===== src/rtl/mem_ctrl_pkg.sv =====
// Shared types and helpers for the data memory controller.
package mem_ctrl_pkg;

  // Width of the latched byte address; must match the controller's address width.
  localparam int MEM_ADDR_W = 6;

  // Port identities used for round-robin bookkeeping. Loader encodes as 0 so
  // the all-zero reset state leaves the core first in line.
  localparam logic PORT_LOADER = 1'b0;
  localparam logic PORT_CORE   = 1'b1;

  typedef enum logic [1:0] {
    SIZE_BYTE = 2'b00,
    SIZE_HALF = 2'b01,
    SIZE_WORD = 2'b10
  } size_t;

  typedef enum logic [1:0] {
    ST_IDLE  = 2'b00,
    ST_READ  = 2'b01,
    ST_WRITE = 2'b10,
    ST_RESP  = 2'b11
  } state_t;

  typedef struct packed {
    logic                  we;
    size_t                 size;
    logic                  is_unsigned;
    logic [MEM_ADDR_W-1:0] addr;
    logic [31:0]           wdata;
  } mem_req_t;

  // Number of bytes touched by an access; 0 flags the illegal size code.
  function automatic logic [2:0] access_bytes(input logic [1:0] size);
    logic [2:0] n;
    case (size)
      2'b00:   n = 3'd1;
      2'b01:   n = 3'd2;
      2'b10:   n = 3'd4;
      default: n = 3'd0;
    endcase
    return n;
  endfunction

endpackage


===== src/rtl/load_extract.sv =====
// Big-endian sub-word extraction for loads and byte/half merge for stores.
// The addressed byte always sits in word_i[31:24].
module load_extract
  import mem_ctrl_pkg::*;
(
  input  logic [31:0] word_i,
  input  size_t       size_i,
  input  logic        unsigned_i,
  input  logic [31:0] wdata_i,
  output logic [31:0] load_o,
  output logic [31:0] merged_o
);

  logic byte_fill_s;
  logic half_fill_s;

  // Sign bit to replicate into the upper bits, forced to 0 for unsigned loads.
  always_comb begin
    byte_fill_s = word_i[31] & ~unsigned_i;
    half_fill_s = word_i[31] & ~unsigned_i;
  end

  // Select the extended load value and the read-modify-write merge per size.
  always_comb begin
    load_o   = 32'h0000_0000;
    merged_o = 32'h0000_0000;
    case (size_i)
      SIZE_BYTE: begin
        load_o   = {{24{byte_fill_s}}, word_i[31:24]};
        merged_o = {wdata_i[7:0], word_i[23:0]};
      end
      SIZE_HALF: begin
        load_o   = {{16{half_fill_s}}, word_i[31:16]};
        merged_o = {wdata_i[15:0], word_i[15:0]};
      end
      SIZE_WORD: begin
        load_o   = word_i;
        merged_o = wdata_i;
      end
      default: begin
        load_o   = 32'h0000_0000;
        merged_o = 32'h0000_0000;
      end
    endcase
  end

endmodule


===== src/rtl/data_mem_controller.sv =====
// Two-port round-robin front-end for the big-endian data memory. Runs byte,
// half and word accesses, turns sub-word stores into read-modify-write, checks
// bounds and returns a one-cycle response pulse to the issuing port.
module data_mem_controller
  import mem_ctrl_pkg::*;
#(
  parameter int memory_size      = 64,
  parameter int memory_addr_size = MEM_ADDR_W
) (
  input  logic                        clk,
  input  logic                        rst,
  // core port
  input  logic                        c_req,
  output logic                        c_ready,
  input  logic                        c_we,
  input  logic [1:0]                  c_size,
  input  logic                        c_unsigned,
  input  logic [memory_addr_size-1:0] c_addr,
  input  logic [31:0]                 c_wdata,
  output logic                        c_rvalid,
  output logic [31:0]                 c_rdata,
  output logic                        c_err,
  // loader port
  input  logic                        l_req,
  output logic                        l_ready,
  input  logic                        l_we,
  input  logic [1:0]                  l_size,
  input  logic                        l_unsigned,
  input  logic [memory_addr_size-1:0] l_addr,
  input  logic [31:0]                 l_wdata,
  output logic                        l_rvalid,
  output logic [31:0]                 l_rdata,
  output logic                        l_err,
  // memory
  output logic [memory_addr_size-1:0] mem_read_reg,
  input  logic [31:0]                 mem_read_data,
  output logic                        mem_write_enable,
  output logic [memory_addr_size-1:0] mem_write_reg,
  output logic [31:0]                 mem_write_data
);

  // End-of-access sum is three bits wider than the address so it never wraps.
  localparam int SUM_W = memory_addr_size + 3;
  localparam logic [SUM_W-1:0] MEM_LIMIT = SUM_W'(memory_size);

  state_t      state_q;
  logic        last_grant_q;
  logic        owner_q;
  mem_req_t    req_q;
  mem_req_t    req_d;
  logic [31:0] data_q;

  logic        c_rvalid_q;
  logic [31:0] c_rdata_q;
  logic        c_err_q;
  logic        l_rvalid_q;
  logic [31:0] l_rdata_q;
  logic        l_err_q;

  logic                        grant_core_s;
  logic                        grant_loader_s;
  logic                        accept_s;
  logic                        sel_we_s;
  logic [1:0]                  sel_size_s;
  logic                        sel_unsigned_s;
  logic [memory_addr_size-1:0] sel_addr_s;
  logic [31:0]                 sel_wdata_s;
  logic [SUM_W-1:0]            end_sum_s;
  logic                        sel_err_s;
  logic [31:0]                 load_word_s;
  logic [31:0]                 merged_word_s;

  // Round-robin grant: only while idle and out of reset; a tie goes to the
  // port that was not granted last.
  always_comb begin
    grant_core_s   = 1'b0;
    grant_loader_s = 1'b0;
    if ((state_q == ST_IDLE) && !rst) begin
      if (c_req && l_req) begin
        if (last_grant_q == PORT_LOADER) begin
          grant_core_s = 1'b1;
        end else begin
          grant_loader_s = 1'b1;
        end
      end else if (c_req) begin
        grant_core_s = 1'b1;
      end else if (l_req) begin
        grant_loader_s = 1'b1;
      end else begin
        grant_core_s   = 1'b0;
        grant_loader_s = 1'b0;
      end
    end else begin
      grant_core_s   = 1'b0;
      grant_loader_s = 1'b0;
    end
  end

  // Mux the granted port's request fields and run the accept-time checks.
  always_comb begin
    accept_s = grant_core_s | grant_loader_s;
    if (grant_loader_s) begin
      sel_we_s       = l_we;
      sel_size_s     = l_size;
      sel_unsigned_s = l_unsigned;
      sel_addr_s     = l_addr;
      sel_wdata_s    = l_wdata;
    end else begin
      sel_we_s       = c_we;
      sel_size_s     = c_size;
      sel_unsigned_s = c_unsigned;
      sel_addr_s     = c_addr;
      sel_wdata_s    = c_wdata;
    end
    end_sum_s = SUM_W'(sel_addr_s) + SUM_W'(access_bytes(sel_size_s));
    sel_err_s = (sel_size_s == 2'b11) || (end_sum_s > MEM_LIMIT);
    req_d.we          = sel_we_s;
    req_d.size        = size_t'(sel_size_s);
    req_d.is_unsigned = sel_unsigned_s;
    req_d.addr        = MEM_ADDR_W'(sel_addr_s);
    req_d.wdata       = sel_wdata_s;
  end

  load_extract u_load_extract (
    .word_i     (mem_read_data),
    .size_i     (req_q.size),
    .unsigned_i (req_q.is_unsigned),
    .wdata_i    (req_q.wdata),
    .load_o     (load_word_s),
    .merged_o   (merged_word_s)
  );

  // Access sequencer: latches the accepted request, walks READ/WRITE and
  // raises the registered response on the issuing port.
  always_ff @(posedge clk or posedge rst) begin
    if (rst) begin
      state_q      <= ST_IDLE;
      last_grant_q <= PORT_LOADER;
      owner_q      <= PORT_LOADER;
      req_q        <= '0;
      data_q       <= 32'h0000_0000;
      c_rvalid_q   <= 1'b0;
      c_rdata_q    <= 32'h0000_0000;
      c_err_q      <= 1'b0;
      l_rvalid_q   <= 1'b0;
      l_rdata_q    <= 32'h0000_0000;
      l_err_q      <= 1'b0;
    end else begin
      // Response fields are single-cycle pulses unless set below.
      c_rvalid_q <= 1'b0;
      c_rdata_q  <= 32'h0000_0000;
      c_err_q    <= 1'b0;
      l_rvalid_q <= 1'b0;
      l_rdata_q  <= 32'h0000_0000;
      l_err_q    <= 1'b0;
      case (state_q)
        ST_IDLE: begin
          if (accept_s) begin
            last_grant_q <= grant_loader_s ? PORT_LOADER : PORT_CORE;
            owner_q      <= grant_loader_s ? PORT_LOADER : PORT_CORE;
            if (sel_err_s) begin
              // Erroring requests leave the latched address alone so the
              // memory ports never see the offending address.
              state_q <= ST_RESP;
              if (grant_loader_s) begin
                l_rvalid_q <= 1'b1;
                l_err_q    <= 1'b1;
              end else begin
                c_rvalid_q <= 1'b1;
                c_err_q    <= 1'b1;
              end
            end else begin
              req_q  <= req_d;
              data_q <= sel_wdata_s;
              if (sel_we_s && (sel_size_s == 2'b10)) begin
                state_q <= ST_WRITE;
              end else begin
                state_q <= ST_READ;
              end
            end
          end
        end
        ST_READ: begin
          if (req_q.we) begin
            data_q  <= merged_word_s;
            state_q <= ST_WRITE;
          end else begin
            state_q <= ST_RESP;
            if (owner_q == PORT_LOADER) begin
              l_rvalid_q <= 1'b1;
              l_rdata_q  <= load_word_s;
            end else begin
              c_rvalid_q <= 1'b1;
              c_rdata_q  <= load_word_s;
            end
          end
        end
        ST_WRITE: begin
          state_q <= ST_RESP;
          if (owner_q == PORT_LOADER) begin
            l_rvalid_q <= 1'b1;
          end else begin
            c_rvalid_q <= 1'b1;
          end
        end
        ST_RESP: begin
          state_q <= ST_IDLE;
        end
        default: begin
          state_q <= ST_IDLE;
        end
      endcase
    end
  end

  // Ready follows the grant; write strobe decodes from state so a reset
  // kills an in-flight write immediately.
  always_comb begin
    c_ready          = grant_core_s;
    l_ready          = grant_loader_s;
    mem_write_enable = (state_q == ST_WRITE);
    mem_read_reg     = memory_addr_size'(req_q.addr);
    mem_write_reg    = memory_addr_size'(req_q.addr);
    mem_write_data   = data_q;
    c_rvalid         = c_rvalid_q;
    c_rdata          = c_rdata_q;
    c_err            = c_err_q;
    l_rvalid         = l_rvalid_q;
    l_rdata          = l_rdata_q;
    l_err            = l_err_q;
  end

endmodule


===== config.mk =====
export PLATFORM = sky130hd
export DESIGN_NAME = data_mem_controller
export DESIGN_NICKNAME = d
export VERILOG_FILES = /design/src/rtl/mem_ctrl_pkg.sv /design/src/rtl/load_extract.sv /design/src/rtl/data_mem_controller.sv
export SDC_FILE = /design/constraint.sdc
export NUM_CORES = 1
export LEC_CHECK = 0
export ABC_CLOCK_PERIOD_IN_PS = 7300
export CORE_ASPECT_RATIO = 0.9
export CORE_MARGIN = 2
export CORE_UTILIZATION = 31
export CTS_BUF_LIST = sky130_fd_sc_hd__clkbuf_2
export DETAILED_ROUTE_END_ITERATION = 7
export PLACE_DENSITY_LB_ADDON = 0.05
export SYNTH_ARGS = -nofsm -noshare
export SYNTH_HDL_FRONTEND = slang
export SYNTH_SLANG_ARGS = --single-unit

===== constraint.sdc =====
create_clock -name clk -period 7.3 [get_ports clk]
set_input_delay 1.46 -clock clk [delete_from_list [all_inputs] [get_ports clk]]
set_output_delay 1.46 -clock clk [all_outputs]
set_load 0.01 [all_outputs]

==> out/qor.csv <==
stage,metric,value,unit
run_status,status,finished clean,
layout,"commonest non-fill, non-tap cells in the layout","clkdlybuf4s50_1, dfrtp_1, nor2_1",
drt,Antenna Nets Post-Route,0,
sta,# setup viols final,0,
pwr,worst vdd ir,146,uV
placed_design,I/O Buffers,234,
floorplan,Die Span X,164,um
cts,CTS H-tree lvls,4,
worst_hold_path,HP Class,register to register,
pwr,P_leak,4.34,nW
cts,worst skew pair latency,0.77,ns
layout,fraction of layout cells with a size suffix above 1,8.95,%
sta,Fin Hold WS,0.519,ns
critical_path,FF-to-FF End,req_q[39],
layout,"Most flops, register",req_q,
placed_design,Detail Placement HPWL,16400,um
global_routing,met1 Track Usage GR,27.0,%
sta,final hold vios,0,
drt,DR iter-0 viols,415,
floorplan,Die ar.,24100,um2
cts,setup bufs post-CTS,0,
critical_path,CP Data Required Time,7.94,ns
drt,Post-Route WL,22800,um
drt,detailed-route via count,5706,
floorplan,Row Count,52,
synthesis,XOR/XNOR Fraction of Synth Area,0.123,%
synthesis,post-synthesis adder-cell area fraction,1.69,%
critical_path,Critical Path Max Stage Delay,0.60,ns
synthesis,Post-Synthesis Cells,664,
global_routing,M2 GR Usage,29.3,%
worst_hold_path,Hold Path End,mem_write_data[11],
cts,Clock Sink Count,145,
synthesis,library cells used by synthesis,42,
pwr,power consumption,3.55,mW
drt,DR pass1 iterations,5,
cts,clock tree buffer depth,2,
synthesis,post-synthesis simple-gate area fraction,8.65,%
layout,multi-input combinational cell area,3060,um2
synthesis,synthesis-stage register bit count,145,
sta,final period utilization,73.4,%
global_routing,Global Route met3 Usage,4.52,%
layout,Non-Filler Instances,1181,
sta,RSZ-0062 raised after global routing,no,
global_routing,total global routing overflow,0,
synthesis,number of synthesized flops with an enable pin,0,
global_routing,largest net degree at the start of global routing,86,
drt,DR WL/cell,19.3,um
layout,Nets,999,
sta,Max Slew Vio Count,0,
critical_path,crit path DAT,6.00,ns
synthesis,complex-gate fraction of the synthesized area,11.0,%
placed_design,DP Cell Count,1148,
worst_hold_path,Hold Path Cell Cnt,1,
layout,fillers,2219,
cts,Num CTS Buffers,17,
synthesis,ys flop type,dfrtp_1,
cts,CTS root buf,clkbuf_2,
sta,setup TNS,0,ns
cts,CTS tree,yes,
worst_hold_path,Min-Delay Startpoint,mem_write_data[11],
cts,clock-pin slew of the registers on the worst-case setup and hold paths,0.22,ns
sta,Worst-Margin Slew,1.16,ns
critical_path,Worst Setup SP,rst,
synthesis,Synth Cell Area,7100,um2
cts,# hold bufs at CTS,0,
global_routing,gr busiest metal,met2,
synthesis,largest family of logic cells by synthesized area,multiplexers,
sta,clock skew,0.0550,ns
layout,area grow syn2layout,39.0,%
critical_path,Crit Path Class,input pin to register,
pwr,Pwr Density,360,nW/um2
floorplan,I/O pin total,235,
synthesis,mux cell area share after synthesis,21.1,%
synthesis,Ys Warns,0,
layout,max FFs per register,36,
layout,register area,3630,um2
floorplan,Die Ht,148,um
sta,Slew headroom,22.8,%
placed_design,Final Wtd Congestion,0.797,
critical_path,Crit Path Max Fanout,42,
critical_path,FF-to-FF path depth,16,
critical_path,flop2flop setup slack,2.28,ns
synthesis,syn nets,793,
global_routing,first-pass GRT wire length,34300,um
critical_path,reg2reg start,state_q[0],
sta,max frequency,0.187,GHz
synthesis,Post-synth ARST share,100,%
floorplan,starting density of the core,31.5,%
synthesis,Synth Area per Inst,10.7,um2
global_routing,initial antenna violation count,1,
global_routing,vias in the first global route,5701,
floorplan,Core Box Area,22500,um2
cts,cells resized by post-CTS repair,0,
global_routing,all-layer global routing usage,19.0,%
drt,via/cell ratio,4.83,
critical_path,slowest CP cell,buf_4,
job,Max Cap Viol,0,
critical_path,Critical Path Start Type,input pin,
synthesis,register area share after synthesis,51.1,%
drt,drt drc,0,
critical_path,crit path capture type,register,
sta,minimum clock period,5.36,ns
critical_path,crit-path cells,"clkdlybuf4s50_1, and2b_1, nand3_4, clkinv_1, mux2_2, nor2_1, ha_1, inv_1, fa_1, inv_1, o32ai_1, a2bb2oi_2, nor3_4, buf_4, mux2_2",
layout,"most common cell after layout, fill and taps aside",clkdlybuf4s50_1,
## cells by family after synthesis
family | count (synthesis)
DFF | 145
muxes | 143
and+or+nand+nor | 140
AOI/OAI and AO/OA | 127
buffers and inverters | 99
adders and majority gates | 9
xor gates and xnor gates | 1
## stage by stage
stage,cell area [um2],setup slack (ns),utilization (%)
3_5_place_dp,9640,1.11,42.8
5_1_grt,9870,1.67,43.8
6_report,9870,1.94,43.8
3_3_place_gp,9640,1.26,42.8
2_1_floorplan,7100,1.95,-
4_1_cts,9870,1.94,43.8
## metal layers
metal / vias to the layer above / share of wire [%]
li1: 2698 / -
met1: 2784 / 46
met2: 205 / 46
met3: 19 / 6.6
met4: 0 / 1.4
met5: - / 0
## power breakdown
| part | leakage, nW | switching (mW) | internal, mW |
|---|---|---|---|
| Clock | 0.138 | 0.352 | 0.110 |
| Combinational | 2.38 | 0.918 | 0.866 |
| Sequential | 1.83 | 0.224 | 1.08 |
| Total | 4.34 | 1.49 | 2.06 |
## how the worst max path moves through the flow
| stage | to | slack [ns] | depth (start not counted) |
|---|---|---|---|
| final | req_q[39] | 1.94 | 15 |
| after global routing | req_q[39] | 1.67 | 15 |
| after CTS | req_q[39] | 1.94 | 15 |
| after detailed placement | mem_read_reg[1] | 1.11 | 15 |
| after global placement | req_q[39] | 1.26 | 15 |
| after floorplan | c_err | 1.95 | 1 |
## Yosys cell counts (3+ instances only)
cell / instances / area, um2
a221oi_1: 16 / 140
inv_1: 42 / 158
nor2_1: 94 / 353
a31oi_1: 16 / 100
nand3_1: 4 / 20.0
clkbuf_1: 24 / 90.1
ha_1: 8 / 100
mux2_2: 27 / 304
a21oi_1: 46 / 230
nand3b_1: 3 / 22.5
o21ai_0: 28 / 140
buf_4: 16 / 120
and2_0: 4 / 25.0
mux2_1: 29 / 327
nand2b_1: 4 / 25.0
buf_2: 10 / 50.1
buf_1: 6 / 22.5
o211ai_1: 8 / 60.1
nand2_1: 17 / 63.8
mux2i_1: 87 / 871
dfrtp_1: 145 / 3630
nor2b_1: 7 / 43.8
## layout make-up
| type | count | area share (%) |
|---|---|---|
| clock buffer | 18 | 0.913 |
| clock inverter | 14 | 1.42 |
| sequential | 145 | 36.8 |
| inverter | 43 | 1.69 |
| timing repair buffer | 243 | 24.4 |
| multi-input combinational | 420 | 31.0 |
| antenna | 1 | 0.0254 |
| tap | 297 | 3.76 |
## worst max-delay path: cells and delay by family
| kind | cells | cell delay [ns] |
|---|---|---|
| and+or+nand+nor | 4 | 0.93 |
| AOI/OAI and AO/OA | 2 | 0.51 |
| muxes | 2 | 0.77 |
| buffers and inverters | 5 | 1.61 |
| adders and majority gates | 2 | 0.70 |
Power figures use the tool's default switching activity.
